--- config.mk ---
export PLATFORM = sky130hd
export DESIGN_NAME = inst_issue_queue
export DESIGN_NICKNAME = d
export VERILOG_FILES = /design/src/rtl/issue_pkg.sv /design/src/rtl/iq_ring_fifo.sv /design/src/rtl/inst_issue_queue.sv
export SDC_FILE = /design/constraint.sdc
export NUM_CORES = 1
export LEC_CHECK = 0
export BUFFER_PORTS_ARGS = -buffer_cell sky130_fd_sc_hd__buf_4
export CORE_ASPECT_RATIO = 0.5
export CORE_MARGIN = 5
export CORE_UTILIZATION = 54
export CTS_CLUSTER_SIZE = 30
export DETAILED_ROUTE_END_ITERATION = 12
export PLACE_DENSITY = 0.77
export SETUP_SLACK_MARGIN = 0.5
export SLEW_MARGIN = 5
export SYNTH_ARGS = -nofsm -noshare
export SYNTH_HDL_FRONTEND = slang
export SYNTH_SLANG_ARGS = --single-unit
--- constraint.sdc ---
create_clock -name clk -period 2.9 [get_ports clk]
set_input_delay 0.58 -clock clk [delete_from_list [all_inputs] [get_ports clk]]
set_output_delay 0.58 -clock clk [all_outputs]
set_load 0.02 [all_outputs]
--- src/rtl/issue_pkg.sv ---
// ---------------------------------------------------------------------------
// issue_pkg
// Shared definitions for the instruction issue queue:
//   - bit positions of the opcode/dest/src1/src2 fields inside a 32-bit
//     instruction word
//   - iq_entry_t, the default queue entry layout {inst, pc}
//   - clog2(), a constant-function width helper
//   - decode_cls(), the opcode -> reservation-station class decode
// ---------------------------------------------------------------------------
package issue_pkg;

   localparam int OP_MSB   = 15;
   localparam int OP_LSB   = 12;
   localparam int DEST_MSB = 11;
   localparam int DEST_LSB = 8;
   localparam int SRC1_MSB = 7;
   localparam int SRC1_LSB = 4;
   localparam int SRC2_MSB = 3;
   localparam int SRC2_LSB = 0;

   // Entry layout for the default 4-bit PC. The issue queue builds the same
   // layout locally, with the pc field sized by its PC_W parameter.
   localparam int DEF_PC_W = 4;

   typedef struct packed {
      logic [31:0]         inst;
      logic [DEF_PC_W-1:0] pc;
   } iq_entry_t;

   // Smallest r with 2**r >= value (0 for value <= 1).
   function automatic int clog2(input int value);
      int r;
      r = 0;
      for (int i = 0; i < 31; i++) begin
         if ((1 << i) < value) r = i + 1;
      end
      return r;
   endfunction

   // RS class is opcode[3:2], clamped to the last implemented class.
   function automatic logic [1:0] decode_cls(input logic [3:0] opcode,
                                             input int         num_rs);
      logic [1:0] raw;
      logic [1:0] lim;
      raw = opcode[3:2];
      lim = 2'(num_rs - 1);
      return (raw > lim) ? lim : raw;
   endfunction

endpackage

--- src/rtl/iq_ring_fifo.sv ---
// ---------------------------------------------------------------------------
// iq_ring_fifo
// In-order ring buffer holding queued instructions. No write-to-read bypass:
// an entry written on an edge is visible at rdata only after that edge.
// Ports:
//   clk, rst_n  - clock, asynchronous active-low reset
//   flush       - synchronous clear of pointers and count (wins over push/pop)
//   push, wdata - write wdata at tail (ignored when full)
//   pop         - advance head (ignored when empty)
//   rdata       - entry at head
//   count       - occupancy 0..DEPTH
//   full, empty - occupancy flags
// ---------------------------------------------------------------------------
module iq_ring_fifo
   import issue_pkg::*;
#(
   parameter  int DEPTH = 4,
   parameter  int W     = 36,
   localparam int AW    = clog2(DEPTH)
) (
   input  logic         clk,
   input  logic         rst_n,
   input  logic         flush,
   input  logic         push,
   input  logic         pop,
   input  logic [W-1:0] wdata,
   output logic [W-1:0] rdata,
   output logic [AW:0]  count,
   output logic         full,
   output logic         empty
);

   localparam logic [AW:0]   FULL_CNT = DEPTH[AW:0];
   localparam logic [AW:0]   CNT_ONE  = 1;
   localparam logic [AW-1:0] PTR_ONE  = 1;

   logic [W-1:0]  mem [DEPTH];
   logic [AW-1:0] head;
   logic [AW-1:0] tail;
   logic          do_push;
   logic          do_pop;

   assign full    = (count == FULL_CNT);
   assign empty   = (count == '0);
   assign do_push = push && !full && !flush;
   assign do_pop  = pop && !empty && !flush;
   assign rdata   = mem[head];

   // DEPTH is a power of two, so the pointers wrap by natural overflow.
   always_ff @(posedge clk or negedge rst_n) begin
      if (!rst_n) begin
         head  <= '0;
         tail  <= '0;
         count <= '0;
      end else if (flush) begin
         head  <= '0;
         tail  <= '0;
         count <= '0;
      end else begin
         if (do_push) tail <= tail + PTR_ONE;
         if (do_pop)  head <= head + PTR_ONE;
         case ({do_push, do_pop})
            2'b10:   count <= count + CNT_ONE;
            2'b01:   count <= count - CNT_ONE;
            default: count <= count;
         endcase
      end
   end

   // Storage is cleared on reset so the head fields read as zero.
   always_ff @(posedge clk or negedge rst_n) begin
      if (!rst_n) begin
         for (int i = 0; i < DEPTH; i++) mem[i] <= '0;
      end else if (do_push) begin
         mem[tail] <= wdata;
      end
   end

endmodule

--- src/rtl/inst_issue_queue.sv ---
// ---------------------------------------------------------------------------
// inst_issue_queue
// Buffers fetched instructions in order and issues the head instruction to
// the ROB and to the reservation station class decoded from its opcode.
// Ports:
//   clk, rst_n        - clock, asynchronous active-low reset
//   flush             - synchronous queue clear; drops the same-cycle push
//   f_valid/f_ready   - fetch handshake; f_inst/f_pc carry the instruction
//   rob_ready/rob_tag - ROB free-entry flag and tail tag
//   rob_alloc/op/dest - ROB allocation strobe and written fields
//   rs_ready/rs_valid - per-class RS space flags / one-hot dispatch strobe
//   rs_op/src1/src2/dest/tag/pc - fields presented to the selected RS
//   iq_count/full/empty - queue occupancy
// Optional build macro ISSUE_STATS_EN adds 16-bit saturating counters
// stall_rob_cnt, stall_rs_cnt and issued_cnt.
//
// Handshake: a transfer happens on a rising edge where valid and ready are
// both high. f_ready does not depend on f_valid; rob_alloc/rs_valid are
// asserted only when rob_ready and the selected rs_ready are already high,
// so a strobe always denotes a completed transfer.
// ---------------------------------------------------------------------------
module inst_issue_queue
   import issue_pkg::*;
#(
   parameter  int IQ_DEPTH  = 4,
   parameter  int ROB_DEPTH = 32,
   parameter  int NUM_RS    = 3,
   parameter  int PC_W      = 4,
   localparam int ROB_TW    = clog2(ROB_DEPTH),
   localparam int IQ_AW     = clog2(IQ_DEPTH)
) (
   input  logic              clk,
   input  logic              rst_n,
   input  logic              flush,
   input  logic              f_valid,
   output logic              f_ready,
   input  logic [31:0]       f_inst,
   input  logic [PC_W-1:0]   f_pc,
   input  logic              rob_ready,
   input  logic [ROB_TW-1:0] rob_tag,
   output logic              rob_alloc,
   output logic [3:0]        rob_op,
   output logic [3:0]        rob_dest,
   input  logic [NUM_RS-1:0] rs_ready,
   output logic [NUM_RS-1:0] rs_valid,
   output logic [3:0]        rs_op,
   output logic [3:0]        rs_src1,
   output logic [3:0]        rs_src2,
   output logic [3:0]        rs_dest,
   output logic [ROB_TW-1:0] rs_tag,
   output logic [PC_W-1:0]   rs_pc,
   output logic [IQ_AW:0]    iq_count,
   output logic              iq_full,
   output logic              iq_empty
`ifdef ISSUE_STATS_EN
   ,
   output logic [15:0]       stall_rob_cnt,
   output logic [15:0]       stall_rs_cnt,
   output logic [15:0]       issued_cnt
`endif
);

   typedef struct packed {
      logic [31:0]     inst;
      logic [PC_W-1:0] pc;
   } entry_t;

   localparam int EW = $bits(entry_t);

   entry_t            wr_entry;
   entry_t            hd_entry;
   logic              push;
   logic              go;
   logic [3:0]        hd_op;
   logic [1:0]        cls;
   logic [NUM_RS-1:0] cls_oh;
   logic              rs_space;
   logic              unused_inst_hi;

   assign wr_entry = '{inst: f_inst, pc: f_pc};
   assign f_ready  = !iq_full;
   assign push     = f_valid && f_ready;

   iq_ring_fifo #(
      .DEPTH (IQ_DEPTH),
      .W     (EW)
   ) u_fifo (
      .clk   (clk),
      .rst_n (rst_n),
      .flush (flush),
      .push  (push),
      .pop   (go),
      .wdata (wr_entry),
      .rdata (hd_entry),
      .count (iq_count),
      .full  (iq_full),
      .empty (iq_empty)
   );

   // Decode and issue arbitration, all combinational from the head entry.
   always_comb begin
      hd_op  = hd_entry.inst[OP_MSB:OP_LSB];
      cls    = decode_cls(hd_op, NUM_RS);
      cls_oh = '0;
      for (int i = 0; i < NUM_RS; i++) begin
         cls_oh[i] = (cls == 2'(i));
      end
      rs_space = |(rs_ready & cls_oh);
      // Flush masks issue so nothing leaves a queue that is being discarded.
      go       = !iq_empty && rob_ready && rs_space && !flush;
      rs_valid = go ? cls_oh : '0;
   end

   assign rob_alloc = go;
   assign rob_op    = hd_op;
   assign rob_dest  = hd_entry.inst[DEST_MSB:DEST_LSB];
   assign rs_op     = hd_op;
   assign rs_dest   = hd_entry.inst[DEST_MSB:DEST_LSB];
   assign rs_src1   = hd_entry.inst[SRC1_MSB:SRC1_LSB];
   assign rs_src2   = hd_entry.inst[SRC2_MSB:SRC2_LSB];
   assign rs_tag    = rob_tag;
   assign rs_pc     = hd_entry.pc;

   // Upper instruction bits travel through the queue but are not decoded here.
   assign unused_inst_hi = ^hd_entry.inst[31:16];

`ifdef ISSUE_STATS_EN
   logic stall_rob;
   logic stall_rs;

   assign stall_rob = !iq_empty && !rob_ready;
   assign stall_rs  = !iq_empty && rob_ready && !rs_space;

   always_ff @(posedge clk or negedge rst_n) begin
      if (!rst_n) begin
         stall_rob_cnt <= '0;
         stall_rs_cnt  <= '0;
         issued_cnt    <= '0;
      end else if (flush) begin
         stall_rob_cnt <= '0;
         stall_rs_cnt  <= '0;
         issued_cnt    <= '0;
      end else begin
         if (stall_rob && (stall_rob_cnt != 16'hFFFF)) stall_rob_cnt <= stall_rob_cnt + 16'd1;
         if (stall_rs  && (stall_rs_cnt  != 16'hFFFF)) stall_rs_cnt  <= stall_rs_cnt + 16'd1;
         if (go        && (issued_cnt    != 16'hFFFF)) issued_cnt    <= issued_cnt + 16'd1;
      end
   end
`endif

endmodule

---- After elaboration in Yosys (flattened, before gate mapping) ----
Index checks and enable logic that the tools add are counted.
cells by class
  add/subtract/negate cells ............... 4
  multiply operators ...................... 0
  divide/modulo/power cells ............... 0
  magnitude comparators ................... 4
  eq/ne operators ......................... 5
  shift operators ......................... 0
  muxes and demuxes ....................... 14
  bitwise logic cells ..................... 3
  reductions and logical operators ........ 18
operators with widths
  kind                 count
  $bwmux 144           1
  $bmux 36 s2          1
  $demux 36 s2         1
  $mux 20              2
  $mux 36              1
  $mux 2               5
  $logic_and 1x1->1    9
  $ge 3x3->1 const B   2
  $mux 3               2
  $not 2->3            2
  $pmux 3 s2           1
  $add 2x1->2 const B  2
  $eq 2x1->1 const B   2
  $eq 2x2->1 const B   2
  $reduce_bool 2->1    2
  $add 3x1->3 const B  1
  $and 3x3->3          1
  $eq 3x3->1 const B   1
  $logic_not 1->1      3
  $logic_not 3->1      1
  $lt 3x1->1 const B   1
  $reduce_bool 3->1    1
  $reduce_or 3->1      1
  $sub 3x1->3 const B  1
  2 further kinds      2
word-level totals
  register bits after elaboration ......... 151
  latch bits .............................. 0
  RAM bits ................................ 0
  ROM bits ................................ 0
  bits of input ports ..................... 49
  output and inout bits ................... 43
  logic and storage cells ................. 55
  memories kept ........................... 0

---- Depth between registers and ports, before layout ----
Gate-level depths: netlist (run 1).
  word-level depth ........................ 16
  depth in mapped cells ................... 9
  mapped depth without buffers ............ 8

---- Hierarchy ----
A second synthesis (run 1) with hierarchy kept.
second synthesis, totals
  cells, all modules ...................... 431
  area, all modules ....................... 6969.2 µm²
modules (own cells, without submodules)
  module            instances  cells an instance  area an instance (µm²)  sequential area each (µm²)
  iq_ring_fifo      1          406                6797.8                  3778.6
  inst_issue_queue  1          25                 171.4                   0.0

---- Worst setup path before layout (run 1) ----
Ideal clock, no wire load.
  kind .................................... register to output
  start ................................... register u_fifo.head[0]
  end ..................................... output rs_valid[1]
  arrival time ............................ 2.320 ns
  required time ........................... 2.320 ns
  slack ................................... 0.000 ns
  stages on the path, launching flop included .. 6
  path buffers ............................ 1
  cells stage by stage .................... dfrtp_1 > buf_6 > mux4_2 > a211oi_2 > o21ai_4 > nor4b_1
between the ends
  longest elaborated chain between the ends .. 12
  elaborated cells between the ends (all ways) .. 14
  those cells by class .................... order compare: 1; eq/ne: 2; mux: 5; bitwise: 2; reduce/logical: 4
RTL lines
  item                                             line                     RTL
  from (decl)                                      iq_ring_fifo.sv:38       logic [AW-1:0] head;
  from (signal assigned)                           iq_ring_fifo.sv:61       if (do_pop) head <= head + PTR_ONE;
  $not 2->3 (implied by the code) (*)              iq_ring_fifo.sv:47       assign rdata = mem[head];
  $bmux 36 s2 (*)                                  iq_ring_fifo.sv:47
  $mux 20 (implied by the code) (*) (2 in series)  iq_ring_fifo.sv:47
  named net rob_op[3]                              inst_issue_queue.sv:42   output logic [3:0] rob_op,
  $gt 2x2->1                                       issue_pkg.sv:47          return (raw > lim) ? lim : raw;
  $mux 2 (*)                                       issue_pkg.sv:47
  $eq 2x1->1, or another cell as far along         inst_issue_queue.sv:106  cls_oh[i] = (cls == 2'(i));
  $and 3x3->3                                      inst_issue_queue.sv:108  rs_space = |(rs_ready & cls_oh);
  $reduce_or 3->1                                  inst_issue_queue.sv:108
  $logic_and 1x1->1 (2 in series)                  inst_issue_queue.sv:110  go = !iq_empty && rob_ready && rs_space && !flush;
  $mux 3 (*)                                       inst_issue_queue.sv:111  rs_valid = go ? cls_oh : '0;
  to (decl)                                        inst_issue_queue.sv:45   output logic [NUM_RS-1:0] rs_valid,
The timed path passes the listed nets; every way through them passes the cells marked *. The select of a mux whose other input is x is not followed.

---- Worst setup path in the final report (run 1) ----
  start ................................... register u_fifo.head[0]
  end ..................................... output rs_valid[1]
between the ends
  longest elaborated chain between the ends .. 12
  elaborated cells between the ends (all ways) .. 14
  those cells by class .................... order compare: 1; eq/ne: 2; mux: 5; bitwise: 2; reduce/logical: 4
RTL lines
  item                                             line
  $not 2->3 (implied by the code) (*)              iq_ring_fifo.sv:47
  $bmux 36 s2 (*)                                  iq_ring_fifo.sv:47
  $mux 20 (implied by the code) (*) (2 in series)  iq_ring_fifo.sv:47
  $gt 2x2->1                                       issue_pkg.sv:47
  $mux 2 (*)                                       issue_pkg.sv:47
  $eq 2x1->1, or another cell as far along         inst_issue_queue.sv:106
  $and 3x3->3                                      inst_issue_queue.sv:108
  $reduce_or 3->1                                  inst_issue_queue.sv:108
  $logic_and 1x1->1 (2 in series)                  inst_issue_queue.sv:110
  $mux 3 (*)                                       inst_issue_queue.sv:111
Every way passes the cells marked *; elsewhere a longest branch is shown, timed or not. The select of a mux whose other input is x is not followed.

==> summary.md, run 1 <==
| Metric | Value |
|---|---|
| Largest net degree at the start of global routing | `47` |
| Yosys cell types | `29` |
| Initial core utilization | `0.554` |
| CP required | `about 2.3 ns` |
| RSZ-0062 raised after global routing | `yes` |
| Reg clk slew, reported paths | `about 0.06 ns` |
| Worst min path class | `input port to asynchronous set/reset pin` |
| Core ar. | `approximately 0.0073 mm²` |
| FF+latch area | `between 0.002 and 0.0025 mm²` |
| First-pass GRT wire length | `13500 µm` |
| CP arrival | `2.23 ns` |
| Max cap viols | `0` |
| Largest family of logic cells by synthesized area | `multiplexers` |
| Synthesized Nets | `between 300 and 400` |
| Fin area | `just over 0.005 mm²` |
| Final GP Congestion | `0.709` |
| VDD IR max | `just over 600 µV` |
| Syn_area_per_cell | `about 15 µm²` |
| CP max stage delay | `0.57 ns` |
| Post-Route WL | `~8000 µm` |
| Count of final setup violators | `0` |
| TritonCTS clock tree | `yes` |
| Cell Rows | `22` |
| CTS Sinks | `slightly below 90` |
| Vias post-DR | `approximately 2400` |
| Crit Path Max Fanout | `4` |
| Compound-Gate Fraction of Synth Area | `0.0102` |
| Area delta synth->final | `24.4%` |
| Yosys warnings | `0` |
| Least-Margin Pin Slew | `~0.58 ns` |
| Die area | `between 0.009 and 0.01 mm²` |
| TritonCTS buffer count | `9` |
| Slew Viols, Final | `0` |
| Vias per inst | `5.54` |
| Run status | `finished, final reports clean` |
| Layout Skew | `0.00575 ns` |
| TNS Setup | `0 ns` |
| Vias in the first global route | `about 2700` |
| Area of the mapped netlist | `a little over 0.004 mm²` |
| DR DRC count | `0` |
| Adder-Cell Fraction of Synth Area | `0.0173` |
| Initial DRC Count | `between 80 and 90` |
| Cells after synthesis | `264` |
| Crit Path Class | `flip-flop to output port` |
| Placed Area | `roughly 0.0046 mm²` |
| H-tree Lvls | `3` |
| Critical path, cell by cell | `mux4_2 -> a211oi_4 -> o21ai_4 -> buf_6 -> nor4b_2 -> buf_4` |
| Diodes inserted | `0` |
| Part of the Yosys area used for sequential elements | `0.537` |
| Initial antenna violation count | `0` |
| Antenna Nets Post-Route | `0` |
| Area taken by multi-input logic gates | `about 0.0017 mm²` |
| Clock Path Buffers | `2` |
| Crit. End Element | `output port` |
| Fmax | `355 MHz` |
| Root Buffer | `clkbuf_16` |
| Fin nets | `between 300 and 400` |
| Clk Latency, worst-skew pair | `~0.34 ns` |
| Final period utilization | `0.970` |
| Setup ws final | `approximately 0.087 ns` |
| CP max stage cell | `mux4_2` |
| Post-synthesis register bit count | `87` |
| Worst slew margin | `0.616` |
| Commonest non-fill, non-tap cell in the layout | `dfrtp_1` |
| Total grt overflow | `0` |
| Die Ht | `just over 70 µm` |
| Most frequent cells in the layout | `dfrtp_1 (86), buf_4 (83), mux2_2 (81), mux4_2 (20), clkbuf_16 (9)` |
| Fill cells | `about 500` |
| I/O pins | `just over 90` |
| Leakage power | `2.34 nW` |
| DRT Pass-1 Iters | `4` |
| PortBufs | `65` |
| Post-Synth XOR/XNOR Area | `0.0105` |
| Cell area power density | `1100 mW/mm²` |
| Multiplexer area fraction after synthesis | `0.348` |
| Die X | `between 100 and 150 µm` |
| Layout cells sized above 1 | `0.631` |
| Dpl hpwl | `between 5000 and 6000 µm` |
| Worst setup SP type | `flip-flop` |
| Tmin final | `about 2.8 ns` |
| Dpl ws | `between 0.1 and 0.15 ns` |
| Per-cell routed wire length | `approximately 18 µm` |
| GRT Overall Usage | `0.185` |
| Synth Area in Simple Gates | `0.0336` |
| Fin. Hold Viols | `0` |
## critical path: cells and delay by family (launching register included)
family | cells | cell delay [ns]
buf+inv | 2 | 0.31
compound gates | 2 | 0.40
simple gates | 1 | 0.20
flops | 1 | 0.41
mux | 1 | 0.57
## final timing paths
| kind | start | end | slack (ns) | cells after the start |
|---|---|---|---|---|
| worst min register to register | u_fifo.mem[44] | u_fifo.mem[44] | 0.50 | 1 |
| min in group clk | f_inst[9] | u_fifo.mem[49] | 0.49 | 2 |
| worst max register to register | u_fifo.head[0] | u_fifo.count[2] | 0.12 | 10 |
| max in group asynchronous | rst_n | u_fifo.head[0] | 1.91 | 2 |
| worst max-delay path | u_fifo.head[0] | rs_valid[1] | 0.09 | 6 |
| worst min-delay path | rst_n | u_fifo.mem[110] | 0.23 | 1 |
## layer usage
layer / track usage / routed length, µm
met1: 0.227 / 3450
met2: 0.317 / 4070
met3: 0.0554 / 316
met4: 0.0714 / 133
met5: 0 / 0
## synth_stat cells
cell type	instances	area, µm²
xnor2_2	1	16.3
or3b_1	1	8.76
mux2i_1	2	20.0
dfrtp_1	87	2180
nand2_1	7	26.3
a211oi_2	1	12.5
buf_1	1	3.75
xor2_1	1	8.76
inv_1	5	18.8
mux4_2	20	450
and2_1	2	12.5
ha_1	4	50.1
mux2_4	2	30.0
o211ai_1	1	7.51
nor4_1	1	6.26
buf_6	1	11.3
xnor2_1	2	17.5
fa_1	1	20.0
mux2_2	81	912
nor2b_1	3	18.8
nand2b_1	2	12.5
and3_1	1	6.26
nor2_1	7	26.3
a21oi_1	1	5.00
clkbuf_1	12	45.0
nor4b_1	1	8.76
nor3_1	2	10.0
o21ai_4	1	16.3
buf_4	13	97.6
## logic make-up after synthesis
family / after synthesis
mux: 105
xor+xnor: 4
fa+ha+maj: 5
buf+inv: 32
simple gates: 27
compound gates: 4
flops: 87
## power breakdown
group | switching, mW | internal [mW] | total, mW
sequential | 0.267 | 1.72 | 1.99
clock | 0.447 | 0.774 | 1.22
combinational | 1.06 | 1.28 | 2.35
## repair_timing
action,in CTS,in global routing
hold buffers,0,0
pin swaps,3,2
setup endpoints to repair,22,35
gates resized for setup,4,5
setup buffers,4,3
## flip-flops by register name, indices dropped and copies added (netlist names)
signal	flops
u_fifo.head	2
u_fifo.mem	80
u_fifo.count	3
u_fifo.tail	2
## final cells by class
type,instances,area share
clock inverter,3,0.0134
multi-input combinational,145,0.344
sequential,87,0.432
clock buffer,12,0.0488
inverter,5,0.00372
timing repair buffer,87,0.134
tap,96,0.0238
## metrics by stage
| step | instances | power, mW | hold WS, ns | utilization |
|---|---|---|---|---|
| after global routing | 435 | 5.86 | 0.277 | 0.689 |
| after global placement | 413 | 4.17 | 0.481 | 0.634 |
| after floorplan | 264 | 3.56 | 0.284 | - |
| after CTS | 432 | 5.57 | 0.253 | 0.684 |
| after detailed placement | 413 | 4.29 | 0.490 | 0.634 |
| final | 435 | 5.56 | 0.232 | 0.689 |
Note: power is estimated with default switching activity, not from simulation.
==> run 2, diff against run 1 <==
--- a/config.mk
+++ b/config.mk
@@ -8,11 +8,12 @@
 export BUFFER_PORTS_ARGS = -buffer_cell sky130_fd_sc_hd__buf_4
 export CORE_ASPECT_RATIO = 0.5
 export CORE_MARGIN = 5
-export CORE_UTILIZATION = 54
+export CORE_UTILIZATION = 49
 export CTS_CLUSTER_SIZE = 30
 export DETAILED_ROUTE_END_ITERATION = 12
-export PLACE_DENSITY = 0.77
+export PLACE_DENSITY = 0.73
 export SETUP_SLACK_MARGIN = 0.5
+export SKIP_CTS_REPAIR_TIMING = 1
 export SLEW_MARGIN = 5
 export SYNTH_ARGS = -nofsm -noshare
 export SYNTH_HDL_FRONTEND = slang
==> constraint.sdc (replaced) <==
create_clock -name clk -period 2.3 [get_ports clk]
set_input_delay 0.46 -clock clk [delete_from_list [all_inputs] [get_ports clk]]
set_output_delay 0.46 -clock clk [all_outputs]
set_load 0.02 [all_outputs]
==> run 2 against run 1 <==
Against the previous run:
- the run now ends with negative setup slack left
- via count is 8.1% higher
- non-clock buffer count is 22 higher
- clock power is 19% higher
- global-route usage is 0.50 points lower
- largest cell class unchanged
- register-to-register slack worse by 0.56 ns
- setup slack worse by 0.66 ns
- first-iteration DRC count is 93% higher
==> summary.md, run 2 (same netlist as run 1, synthesis figures left out) <==
| Metric | Value |
|---|---|
| DRT Pass-1 Iters | `4 (unchanged)` |
| Crit. End Element | `output port` |
| Initial antenna violation count | `0 (unchanged)` |
| Die X | `139 µm (+4.6%)` |
| Worst r2r src | `u_fifo.head[0]` |
| Crit Path Class | `flip-flop to output port` |
| Count of final setup violators | `14 (+14)` |
| PortBufs | `65 (unchanged)` |
| Cell area power density | `1360 mW/mm² (+24%)` |
| Core ar. | `0.00803 mm² (+9.7%)` |
| Diodes inserted | `0 (unchanged)` |
| Dpl hpwl | `5870 µm (+2.7%)` |
| Failing checks | `negative setup slack` |
| Worst min path class | `input port to asynchronous set/reset pin` |
| Initial DRC Count | `168 (+93%)` |
| Max reg flops | `80 (unchanged)` |
| Fill cells | `477 (-5.0%)` |
| Top Registers | `u_fifo.mem: 80 flops, u_fifo.count: 3 flops` |
| Leakage power | `2.98 nW (+27%)` |
| Initial core utilization | `0.505 (-0.0488)` |
| Commonest non-fill, non-tap cell in the layout | `dfrtp_1` |
| Fin nets | `411 (+5.7%)` |
| Reg clk slew, reported paths | `0.06 ns (about the same)` |
| Vias per inst | `5.49 (-0.80%)` |
| Switching Share | `0.324 (+0.00416)` |
| Crit Path Max Fanout | `6 (+2)` |
| Cell Rows | `23 (+4.5%)` |
| CP arrival | `2.42 ns (+0.19 ns)` |
| CP required | `1.84 ns (-0.48 ns)` |
| Largest net degree at the start of global routing | `54 (+15%)` |
| Switch Pwr | `2.59 mW (+46%)` |
| First-pass GRT wire length | `14300 µm (+5.9%)` |
| Clk Latency, worst-skew pair | `0.34 ns (about the same)` |
| Max cap viols | `0 (unchanged)` |
| Total grt overflow | `0 (unchanged)` |
| Setup ws final | `-0.577 ns (-0.664 ns)` |
| VDD IR max | `572 µV (-7.1%)` |
| Crit path from | `u_fifo.head[0]` |
| Reg2reg end | `u_fifo.count[2]` |
| Layout cells sized above 1 | `0.674 (+0.0428)` |
| CTS Sinks | `87 (unchanged)` |
| Run status | `finished, violations left` |
| Internal power | `5.40 mW (+43%)` |
| Reg2reg path depth | `8 (-2)` |
| Layout Utilization | `0.732 (+0.0430)` |
| TritonCTS buffer count | `9 (unchanged)` |
| Area delta synth->final | `44.9%` |
| I/O pins | `92 (unchanged)` |
| DR DRC count | `0 (unchanged)` |
| Vias in the first global route | `2724 (+2.3%)` |
| Most frequent cells in the layout | `dfrtp_1 (85), mux2_4 (82), buf_4 (67), buf_6 (22), mux4_2 (20)` |
| Dpl ws | `-0.350 ns (-0.462 ns)` |
| Combinational fraction of design power | `0.497 (+0.074)` |
| Per-cell routed wire length | `22.6 µm (+24%)` |
| GRT Overall Usage | `0.180 (-0.00499)` |
| Reg2Reg Setup Slack | `-0.44 ns (-0.56 ns)` |
| Fin area | `0.00588 mm² (+16%)` |
| Root Buffer | `clkbuf_16` |
| Vias post-DR | `2604 (+8.1%)` |
| Antenna Nets Post-Route | `0 (unchanged)` |
| Final period utilization | `1.25` |
| Placed Area | `0.00469 mm² (+0.97%)` |
| Least-Margin Pin Slew | `0.663 ns (+0.0867 ns)` |
| Die Ht | `74.3 µm (+4.3%)` |
| Clock power share | `0.182 (-0.038)` |
| Clock Path Buffers | `2 (unchanged)` |
| Sequential power share | `0.321 (-0.037)` |
| Post-Route WL | `10700 µm (+35%)` |
| Hold_ws | `0.141 ns (-0.0906 ns)` |
| Fin. Hold Viols | `0 (unchanged)` |
| H-tree Lvls | `3 (unchanged)` |
| Slew Viols, Final | `0 (unchanged)` |
| Fmax | `between 300 and 400 MHz` |
| Final GP Congestion | `0.705 (-0.52%)` |
| Largest Register | `u_fifo.mem` |
| Worst slew margin | `0.558 (-0.0578)` |
| Die area | `0.0103 mm² (+9.1%)` |
| TritonCTS clock tree | `yes` |
| RSZ-0062 raised after global routing | `yes` |
| TNS Setup | `-2.75 ns (-2.75 ns)` |
| Worst setup SP type | `flip-flop` |
| Layout Skew | `0.00651 ns (+0.000761 ns)` |
| Critical path capture point | `rs_valid[1]` |
| Tmin final | `roughly 2.9 ns` |
## run 2: cell count changes in the layout (fill, tap and decap cells not counted), sizes merged
cell / before / now
bufinv: 2 / 1
buf: 87 / 103
clkbuf: 12 / 19
clkinv: 0 / 1
## run 2: how the worst min path moves through the flow
stage	end	startpoint	depth (start not counted)	slack (ns)
6_report	u_fifo.count[0]	rst_n	1	0.14
5_1_grt	u_fifo.count[0]	rst_n	1	0.20
4_1_cts	u_fifo.mem[76]	rst_n	1	0.17
3_5_place_dp	u_fifo.mem[18]	u_fifo.mem[18]	1	0.49
3_3_place_gp	u_fifo.mem[51]	u_fifo.mem[51]	1	0.48
2_1_floorplan	u_fifo.count[0]	rst_n	0	0.16
## run 2: per-stage QoR
stage               cells  power [mW]
finish                474        7.99
floorplan             264        4.50
CTS                   449        6.92
global route          474        8.37
global placement      433        5.32
detailed placement    433        5.46
## run 2: cell type report
type | instances | area [µm²] | area share
well taps | 112 | 140 | 0.0238
inverters | 5 | 18.8 | 0.00319
flip-flops and latches | 87 | 2180 | 0.371
repair buffers | 109 | 1140 | 0.194
clock buffers | 13 | 250 | 0.0426
multi-input cells | 145 | 2110 | 0.358
clock inverters | 3 | 42.5 | 0.00724
## run 2: power groups by stage
stage / registers (mW) / clock network, mW / logic, mW
6_report: 2.57 / 1.45 / 3.97
5_1_grt: 2.64 / 1.55 / 4.17
4_1_cts: 2.50 / 1.48 / 2.94
3_5_place_dp: 2.53 / 0 / 2.93
3_3_place_gp: 2.46 / 0 / 2.86
2_1_floorplan: 2.42 / 0 / 2.07
## run 2: worst max-delay path: stages (launching register included)
cell,delay (ns)
dfrtp_1,0.42
buf_6,0.13
mux4_2,0.56
a211oi_4,0.29
o21ai_4,0.10
buf_6,0.15
nor4b_4,0.24
buf_4,0.19
## run 2: layer usage
layer | wire length, µm | track usage | vias to the layer above
li1 | - | - | 1130
met1 | 4800 | 0.227 | 1393
met2 | 5320 | 0.312 | 63
met3 | 439 | 0.0482 | 18
met4 | 180 | 0.0640 | 0
met5 | 0 | 0 | -
==> run 3, diff against run 2 <==
--- a/config.mk
+++ b/config.mk
@@ -6,9 +6,11 @@
 export NUM_CORES = 1
 export LEC_CHECK = 0
 export BUFFER_PORTS_ARGS = -buffer_cell sky130_fd_sc_hd__buf_4
+export CELL_PAD_IN_SITES_DETAIL_PLACEMENT = 1
+export CELL_PAD_IN_SITES_GLOBAL_PLACEMENT = 1
 export CORE_ASPECT_RATIO = 0.5
 export CORE_MARGIN = 5
-export CORE_UTILIZATION = 49
+export CORE_UTILIZATION = 40
 export CTS_CLUSTER_SIZE = 30
 export DETAILED_ROUTE_END_ITERATION = 12
 export PLACE_DENSITY = 0.73
==> run 3 against run 2 <==
Against the previous run:
- the run still ends with negative setup slack left
- flip-flop and latch count is the same
- routed wire length shrank 2.1%
- register-to-register slack gained 0.02 ns
- critical path type unchanged
- highest routed layer unchanged
==> summary.md, run 3 (same netlist as run 1, synthesis figures left out) <==
| Metric | Value |
|---|---|
| Slew Viols, Final | `0 (unchanged)` |
| CP arrival | `2.34 ns (-0.08 ns)` |
| H-tree Lvls | `3 (unchanged)` |
| Leakage power | `2.56 nW (-14%)` |
| Layout cells sized above 1 | `0.680 (+0.00563)` |
| Per-cell routed wire length | `21.0 µm (-7.0%)` |
| VDD IR max | `510 µV (-11%)` |
| Tmin final | `2.80 ns (-0.0755 ns)` |
| Final GP Congestion | `0.726 (+3.1%)` |
| Die Ht | `81.2 µm (+9.2%)` |
| Die area | `0.0124 mm² (+20%)` |
| First-pass GRT wire length | `15300 µm (+7.1%)` |
| Combinational fraction of design power | `0.454 (-0.043)` |
| Switch Pwr | `2.53 mW (-2.3%)` |
| Max cap viols | `0 (unchanged)` |
| Hold_ws | `0.158 ns (+0.0171 ns)` |
| CP max stage delay | `0.56 ns (about the same)` |
| GRT Overall Usage | `0.160 (-0.0204)` |
| Reg clk slew, reported paths | `0.06 ns (about the same)` |
| CP max stage cell | `mux4_2` |
| CTS Sinks | `87 (unchanged)` |
| Initial DRC Count | `113 (-33%)` |
| Placed Area | `0.00472 mm² (+0.56%)` |
| Max reg flops | `80 (unchanged)` |
| Failing checks | `negative setup slack` |
| Clk Latency, worst-skew pair | `0.34 ns (about the same)` |
| TritonCTS buffer count | `9 (unchanged)` |
| Cell Rows | `26 (+13%)` |
| Crit. End Element | `output port` |
| I/O pins | `92 (unchanged)` |
| Run status | `finished, violations left` |
| Antenna Nets Post-Route | `0 (unchanged)` |
| Initial antenna violation count | `0 (unchanged)` |
| PortBufs | `65 (unchanged)` |
| RSZ-0062 raised after global routing | `yes` |
| DRT Pass-1 Iters | `4 (unchanged)` |
| Core ar. | `0.0101 mm² (+25%)` |
| Root Buffer | `clkbuf_16` |
| Dpl ws | `-0.330 ns (+0.0200 ns)` |
| Layout Skew | `0.00583 ns (-0.000677 ns)` |
| Area delta synth->final | `36.2%` |
| Final period utilization | `1.22 (-0.0328)` |
| Worst setup SP type | `flip-flop` |
| Largest net degree at the start of global routing | `53 (-1.9%)` |
| Total grt overflow | `0 (unchanged)` |
| Cell area power density | `1390 mW/mm² (+2.3%)` |
| Dpl hpwl | `6540 µm (+11%)` |
| Clock power share | `0.214 (+0.032)` |
| Die X | `152 µm (+9.9%)` |
| Setup ws final | `-0.502 ns (+0.0755 ns)` |
| Sequential power share | `0.332 (+0.011)` |
| Commonest non-fill, non-tap cell in the layout | `dfrtp_1` |
| Top Registers | `u_fifo.mem: 80 flops, u_fifo.count: 3 flops` |
| Critical path, cell by cell | `buf_6 -> mux4_2 -> buf_4 -> buf_6 -> o21ai_4 -> buf_6 -> nor2_4 -> and2_4 -> buf_6` |
| Worst slew margin | `0.527 (-0.0308)` |
| Vias per inst | `5.07 (-7.7%)` |
| Most frequent cells in the layout | `dfrtp_1 (84), mux2_2 (81), buf_4 (75), mux4_2 (20), buf_6 (18)` |
| Fin nets | `408 (-0.73%)` |
| Fmax | `357 MHz (+2.7%)` |
| Vias post-DR | `2531 (-2.8%)` |
| Largest Register | `u_fifo.mem` |
| Fin. Hold Viols | `0 (unchanged)` |
| Worst min path class | `input port to asynchronous set/reset pin` |
| Fill cells | `963 (+100%)` |
| CP required | `1.84 ns (about the same)` |
| Diodes inserted | `0 (unchanged)` |
| Crit Path Max Fanout | `7 (+1)` |
| Clock Path Buffers | `2 (unchanged)` |
| Post-Route WL | `10500 µm (-2.1%)` |
| Internal power | `5.15 mW (-4.7%)` |
| Least-Margin Pin Slew | `0.709 ns (+0.0463 ns)` |
| Fin area | `0.00552 mm² (-6.0%)` |
| Crit Path Class | `flip-flop to output port` |
| Initial core utilization | `0.404 (-0.102)` |
| Vias in the first global route | `2871 (+5.4%)` |
| Switching Share | `0.330 (+0.00541)` |
| DR DRC count | `0 (unchanged)` |
| Count of final setup violators | `9 (-5)` |
| TritonCTS clock tree | `yes` |
| # placed instances | `458 (+5.8%)` |
| Most frequent cell on the critical path | `buf_6` |
| Non-filler cells in the finished layout | `499 (+5.3%)` |
run 3: metal layers:
metal / share of wire / GRT usage
met1: 0.41 / 0.186
met2: 0.54 / 0.300
met3: 0.034 / 0.0426
met4: 0.016 / 0.0436
met5: 0 / 0
run 3: final cells by class:
class                           count  area [µm²]  share of cell area
Timing Repair Buffer              106         996               0.180
Tap cell                          140         175              0.0317
Clock inverter                      4        73.8              0.0134
Inverter                            5        18.8             0.00340
Sequential cell                    87        2180               0.395
Clock buffer                       12         267              0.0482
Multi-Input combinational cell    145        1810               0.328
run 3: critical path: cells and delay by family, from the launching register on:
kind	cells	cell delay (ns)
muxes	1	0.56
buffers and inverters	5	0.68
DFF	1	0.40
AOI/OAI and AO/OA	1	0.16
and+or+nand+nor	2	0.20
run 3: worst paths after layout:
path,slack (ns),from,endpoint,cells past startpoint
max in group asynchronous,1.49,rst_n,u_fifo.mem[38],2
min in group clk,0.38,f_pc[2],u_fifo.mem[38],2
min,0.16,rst_n,u_fifo.count[2],1
max reg2reg,-0.42,u_fifo.head[0],u_fifo.count[2],10
max,-0.50,u_fifo.head[0],rs_valid[2],9
min reg2reg,0.50,u_fifo.mem[40],u_fifo.mem[40],1
run 3: per-stage QoR:
step	total power [mW]	setup TNS [ns]	utilization
final	7.68	-2.49	0.550
after global routing	8.08	-3.53	0.550
after CTS	7.18	-2.77	0.503
after detailed placement	5.52	-1.19	0.469
after global placement	5.32	-0.994	0.469
after floorplan	4.50	-1.67	-
run 3: power by group through the flow:
| stage | Combinational, mW | Sequential, mW | Clock, mW |
|---|---|---|---|
| floorplan | 2.07 | 2.42 | 0 |
| global placement | 2.87 | 2.46 | 0 |
| detailed placement | 2.97 | 2.55 | 0 |
| CTS | 2.98 | 2.54 | 1.66 |
| global route | 3.71 | 2.62 | 1.75 |
| finish | 3.49 | 2.55 | 1.64 |
